$ cat config.mk
export PLATFORM = sky130hd
export DESIGN_NAME = param_updown_counter
export DESIGN_NICKNAME = d
export VERILOG_FILES = /design/src/rtl/param_updown_counter.sv
export SDC_FILE = /design/constraint.sdc
export NUM_CORES = 1
export LEC_CHECK = 0
export BUFFER_PORTS_ARGS = -buffer_cell sky130_fd_sc_hd__buf_2
export CELL_PAD_IN_SITES_DETAIL_PLACEMENT = 1
export CELL_PAD_IN_SITES_GLOBAL_PLACEMENT = 1
export CORE_MARGIN = 10
export CORE_UTILIZATION = 30
export DETAILED_ROUTE_END_ITERATION = 8
export GPL_TIMING_DRIVEN = 0
export HOLD_SLACK_MARGIN = 0.08
export PLACE_DENSITY = 0.73
export SLEW_MARGIN = 10
export SYNTH_ARGS = -nofsm -noshare
export SYNTH_HDL_FRONTEND = slang
export SYNTH_SLANG_ARGS = --single-unit
$ cat constraint.sdc
create_clock -name clk -period 1.9 [get_ports clk]
set_input_delay 0.095 -clock clk [delete_from_list [all_inputs] [get_ports clk]]
set_output_delay 0.095 -clock clk [all_outputs]
set_load 0.02 [all_outputs]
$ cat src/rtl/param_updown_counter.sv
// Parametrised synchronous up/down counter with programmable modulus, wrap or
// saturate behaviour, parallel load, synchronous clear and cascade output.
module param_updown_counter #(
    parameter int unsigned      WIDTH    = 4,
    parameter logic [WIDTH-1:0] MAX_VAL  = {WIDTH{1'b1}},
    parameter bit               SATURATE = 1'b0,
    parameter logic [WIDTH-1:0] RST_VAL  = '0
) (
    input  logic             clk,
    input  logic             rst,
    input  logic             clr,
    input  logic             load,
    input  logic [WIDTH-1:0] din,
    input  logic             en,
    input  logic             up,
    output logic [WIDTH-1:0] cnt,
    output logic             tc,
    output logic             wrap,
    output logic             ovf
);

    localparam bit FULL_RANGE = (MAX_VAL == {WIDTH{1'b1}});

    logic [WIDTH-1:0] cnt_q, cnt_d;
    logic             wrap_q, wrap_d;
    logic             ovf_q, ovf_d;
    logic [WIDTH-1:0] din_clamped;
    logic             at_max;
    logic             at_zero;

    assign at_max  = (cnt_q == MAX_VAL);
    assign at_zero = (cnt_q == '0);

    // With a full-range modulus no din can exceed MAX_VAL, so skip the compare.
    if (FULL_RANGE) begin : g_no_clamp
        assign din_clamped = din;
    end else begin : g_clamp
        assign din_clamped = (din > MAX_VAL) ? MAX_VAL : din;
    end

    // Next-state selection in priority order clr > load > en > hold.
    always_comb begin
        cnt_d  = cnt_q;
        wrap_d = 1'b0;
        ovf_d  = ovf_q;
        if (clr) begin
            cnt_d = '0;
            ovf_d = 1'b0;
        end else if (load) begin
            cnt_d = din_clamped;
        end else if (en) begin
            if (up) begin
                if (at_max) begin
                    ovf_d = 1'b1;
                    if (!SATURATE) begin
                        cnt_d  = '0;
                        wrap_d = 1'b1;
                    end
                end else begin
                    cnt_d = cnt_q + WIDTH'(1);
                end
            end else begin
                if (at_zero) begin
                    ovf_d = 1'b1;
                    if (!SATURATE) begin
                        cnt_d  = MAX_VAL;
                        wrap_d = 1'b1;
                    end
                end else begin
                    cnt_d = cnt_q - WIDTH'(1);
                end
            end
        end
    end

    always_ff @(posedge clk) begin
        if (!rst) begin
            cnt_q  <= RST_VAL;
            wrap_q <= 1'b0;
            ovf_q  <= 1'b0;
        end else begin
            cnt_q  <= cnt_d;
            wrap_q <= wrap_d;
            ovf_q  <= ovf_d;
        end
    end

    // Zero-latency terminal count so a chained stage steps on the same edge.
    assign tc   = en & ((up & at_max) | (~up & at_zero));
    assign cnt  = cnt_q;
    assign wrap = wrap_q;
    assign ovf  = ovf_q;

endmodule
Word-level counts from Yosys, hierarchy flattened

Cells that the tools add are included.

Register bits after elaboration: 6
Input port bits: 10
Output and inout port bits: 7

Add/subtract/negate cells: 2
Equality and inequality tests: 2
Muxes and demuxes: 11
Bitwise gates (word level): 8
Reduce and logical (&&, ||, !) cells: 6

Operators by type and width:

| operator              | count |
|---|---|
| $mux W4               | 5 |
| $mux W1               | 6 |
| $add A4 B1 Y4 const B | 1 |
| $eq A4 B4 Y1 const B  | 1 |
| $logic_not A4 Y1      | 1 |
| $not A1 Y1            | 4 |
| $reduce_and A4 Y1     | 1 |
| $reduce_bool A2 Y1    | 2 |
| $reduce_or A4 Y1      | 1 |
| $sub A4 B1 Y4 const B | 1 |
| $and A1 B1 Y1         | 3 |
| $ne A2 B1 Y1 const B  | 1 |
| $reduce_or A2 Y1      | 1 |
| $or A1 B1 Y1          | 1 |

Longest topological paths before layout

Depth after elaboration: 5
Depth in mapped cells: 6
Mapped depth without buffers: 6

Least setup slack after synthesis

Ideal clock, no wire load.

Kind: register -> register
From: register cnt_q[0], in the netlist cnt[0]
To: register ovf_q, in the netlist ovf
Setup time: 115 ps
Data arrival time: 1442 ps
Required time: 1785 ps
Slack: 342 ps
Cell stages (with the launch flop): 7
Buffers on the path: 0
Clock period less this slack: 1558 ps
Cells stage by stage: dfxtp_1 > inv_1 > ha_1 > nor4b_1 > o21ai_0 > nor2_1 > o21ba_2

Cells in the longest elaborated chain, start to end: 3
Elaborated cells on any way between the ends: 5

Ends and longest elaborated chain:

| item                                                                | RTL line | source |
|---|---|---|
| from (decl)                                                         | 24       | `logic [WIDTH-1:0] cnt_q, cnt_d;` |
| from (signal assigned)                                              | 82       | `cnt_q <= cnt_d;` |
| $eq A4 B4 Y1 / $logic_not A4 Y1 (equally long branches)             | 31, 32   |  |
| $ne A2 B1 Y1 (no line) / $reduce_bool A2 Y1 (equally long branches) | n/a      |  |
| $reduce_and A4 Y1 (no line) (*)                                     | n/a      |  |
| to (signal assigned)                                                | 84       | `ovf_q <= ovf_d;` |
| to (decl)                                                           | 26       | `logic ovf_q, ovf_d;` |

Mark *: on every way between the ends. The rest lies on a longest branch, timed or not.
A chain may end at the register's enable or synchronous reset.

Worst setup path in the final report

From: register cnt_q[0], in the netlist cnt[0]
To: output port tc

Cells in the longest elaborated chain, start to end: 4
Elaborated cells on any way between the ends: 6

Ends and longest elaborated chain:

| item                                                    | RTL line | source |
|---|---|---|
| $eq A4 B4 Y1 / $logic_not A4 Y1 (equally long branches) | 31, 32   |  |
| $and A1 B1 Y1                                           | 89       | `assign tc = en & ((up & at_max) \| (~up & at_zero));` |
| $or A1 B1 Y1 (*)                                        | 89       |  |
| $and A1 B1 Y1 (*)                                       | 89       |  |
| to (decl)                                               | 17       | `output logic tc,` |

Marked as above.

==> metrics.log <==
[metrics] run status: finished clean
[metrics] Initial Utilization: between 30% and 40%
[metrics] number of global-route vias before repair: 386
[metrics] Inserted Diodes: 0
[metrics] worst reg2reg startpoint: cnt[0]
[metrics] clock tree buffer depth: 2
[metrics] ratio of total power to cell area: 635 nW/µm²
[metrics] Worst EP required: around 1800 ps
[metrics] Clock H-tree levels: 1
[metrics] number of enable-type register cells in the synthesized netlist: 0
[metrics] number of sinks on the clock net: 6
[metrics] Clock Skew: 0.212 ps
[metrics] Final Wtd Congestion: about 0.7
[metrics] number of buffers created by CTS: 3
[metrics] average instance area after synthesis: 8.28 µm²
[metrics] GRT Util Overall: 6.61%
[metrics] number of buffers added to fix hold violations after cts: 0
[metrics] die boundary height: 56.0 µm
[metrics] RSZ-0062 raised after global routing: no
[metrics] count of cell types in the netlist: 25
[metrics] TritonCTS clock tree: built
[metrics] Endpoint, Worst Hold: cnt[1]
[metrics] share of final-layout standard cells stronger than drive strength 1: 33.8%
[metrics] clock insertion delay at the later pin of the skew report: 240 ps
[metrics] worst vdd rail ir drop: 402 µV
[metrics] number of I/O port buffers: 15
[metrics] pre-CTS setup slack: 278 ps
[metrics] worst-case headroom to the max-slew limit: between 70% and 80%
[metrics] post-route ant nets: 0
[metrics] final cell count without fillers: ~80
[metrics] cell total after placement: 76
[metrics] Die ar.: 3140 µm²
[metrics] DRC: 0
[metrics] count of boundary I/O pins: 17
[metrics] Overflow after GRT: 0
[metrics] post-route setup slack: approximately 200 ps
[metrics] DP HPWL: 852 µm
[metrics] net count of the mapped netlist: just under 60
[metrics] Yosys reg bits: 6
[metrics] area of the core: 1170 µm²
[metrics] end-of-flow core utilization: 43.1%
[metrics] total design power: 0.320 mW
[metrics] number of placement rows: 12
[metrics] maximum fanout encountered on the critical timing path: 7
[metrics] proportion of register bits with asynchronous set or reset after synthesis: 0%
[metrics] post-route clock period utilization: 89.5%
[metrics] worst hold path class: input pin to flip-flop
[metrics] overall via count from detail_route: 395
[metrics] drt wl/cell: 13.4 µm
[metrics] number of setup violations in the final report: 0
[metrics] Critical Path End Type: output port
[metrics] endpoint of the lowest-slack register-to-register path: cnt[2]
[metrics] Die Wd: ~56 µm
[metrics] category of the worst setup path launch point: flip-flop
[metrics] maximum number of pins on one net before global-route repair: 9
[metrics] area of the mapped netlist: 389 µm²
[metrics] first-pass GRT wire length: 1700 µm
[metrics] main flop type after synthesis: sky130_fd_sc_hd__dfxtp_1
[metrics] slew at the pin closest to its max-slew limit: 331 ps
[metrics] fin crit period: 1700 ps
[metrics] number of endpoints with negative hold slack in the final report: 0
[metrics] classification of the worst setup path: flip-flop to output port
[metrics] root cell of the clock tree: sky130_fd_sc_hd__clkbuf_4
[metrics] number of DRC markers in iteration 0: 5
[metrics] most frequent standard cell in the layout excluding fill and tap cells: sky130_fd_sc_hd__buf_2
[metrics] most frequent cells in the layout: sky130_fd_sc_hd__buf_2 (15), sky130_fd_sc_hd__dfxtp_1 (6), sky130_fd_sc_hd__inv_1 (5), sky130_fd_sc_hd__nand2_1 (5), sky130_fd_sc_hd__a21oi_1 (5)
[metrics] CTS clock-pin slew for the worst setup and hold paths: 40 ps
[metrics] reported leakage power: 0.251 nW
[metrics] share of the yosys chip area belonging to registers: around 30%
[metrics] number of nets at the end of the flow: 79
[metrics] number of optimization iterations in the first detailed-route pass: 4
[metrics] worst path arrival time: 1610 ps
[metrics] wire length reported by the detailed router: 1060 µm
[metrics] count of cells along the worst register-to-register path: 6
[metrics] aggregate negative setup slack: 0 ps
[metrics] post-detailed-route via-to-cell ratio: 5.00
[metrics] Achievable Freq: 0.588 GHz
[metrics] initial antenna violation count: 0
[metrics] cell depth of the worst hold path: 3
[metrics] Yosys warning count: 0
[metrics] final number of max-transition violations: 0
[metrics] max cap viols: 0
[metrics] cell count after synthesis: 47
[metrics] Hold Startpoint: din[1]
[metrics] area grow syn2layout: 29.6%
[metrics] register-to-register setup slack: 380 ps
power breakdown:
part / switching, mW / total [mW] / leakage [nW] / internal (mW)
Sequential: 0.00693 / 0.138 / 0.0490 / 0.132
Combinational: 0.0390 / 0.0698 / 0.188 / 0.0307
Clock: 0.0411 / 0.112 / 0.0138 / 0.0711
timing repair:
| item | 4_1_cts | 5_1_grt |
|---|---|---|
| buffers inserted | 0 | 0 |
| gates resized for setup | 0 | 1 |
| setup endpoints to repair | 0 | 1 |
metal layers:
layer  track usage [%]  share of wire, %
met1              6.87                42
met2              9.76                46
met3              4.10               9.5
met4              4.10               2.0
met5                 0                 0
stage by stage:
| step | hold slack, ps | area [µm²] |
|---|---|---|
| finish | 104 | 504 |
| global route | 110 | 504 |
| CTS | 97.3 | 504 |
| detailed placement | 354 | 482 |
| global placement | 347 | 482 |
| floorplan | 174 | 389 |
flip-flops by register name (all words and copies together) (netlist names):
name and count:
wrap 1, ovf 1, cnt 4
worst max-delay path by stage:
| stage | end | start | slack, ps |
|---|---|---|---|
| CTS | tc | cnt[0] | 70 |
| floorplan | ovf | cnt[0] | 340 |
| global route | tc | cnt[0] | 50 |
| finish | tc | cnt[0] | 200 |
| global placement | ovf | cnt[0] | 280 |
| detailed placement | ovf | cnt[0] | 280 |
Yosys cell counts (2+ instances only):
cell                      n  area [µm²]
sky130_fd_sc_hd__a21oi_1  5        25.0
sky130_fd_sc_hd__o21ai_0  2        10.0
sky130_fd_sc_hd__nand2_1  5        18.8
sky130_fd_sc_hd__nor2_1   3        11.3
sky130_fd_sc_hd__xor2_1   2        17.5
sky130_fd_sc_hd__inv_1    5        18.8
sky130_fd_sc_hd__dfxtp_1  6         120
sky130_fd_sc_hd__ha_1     2        25.0
cells by family after synthesis:
kind of cell / Yosys count / share of synthesized area (%)
muxes: 2 / 5.47
buffers and inverters: 7 / 6.75
adders and majority gates: 2 / 6.43
AOI/OAI and AO/OA: 14 / 26.7
xor gates and xnor gates: 3 / 6.75
and+or+nand+nor: 13 / 17.0
DFF: 6 / 30.9
final cells by class:
class                           count  area (µm²)
Buffer                              1        3.75
Clock buffer                        3        22.5
Fill cell                         156         667
Inverter                            6        22.5
Multi-Input combinational cell     34         243
Sequential cell                     6         120
Tap cell                           14        17.5
Timing Repair Buffer               15        75.1
critical path, stage by stage (launching register included):
cell and delay [ps]:
sky130_fd_sc_hd__dfxtp_1 460, sky130_fd_sc_hd__inv_1 90, sky130_fd_sc_hd__ha_1 240, sky130_fd_sc_hd__nor4b_1 150
sky130_fd_sc_hd__o21ai_1 210, sky130_fd_sc_hd__inv_1 50, sky130_fd_sc_hd__buf_2 160
Power figures use the tool's default switching activity.
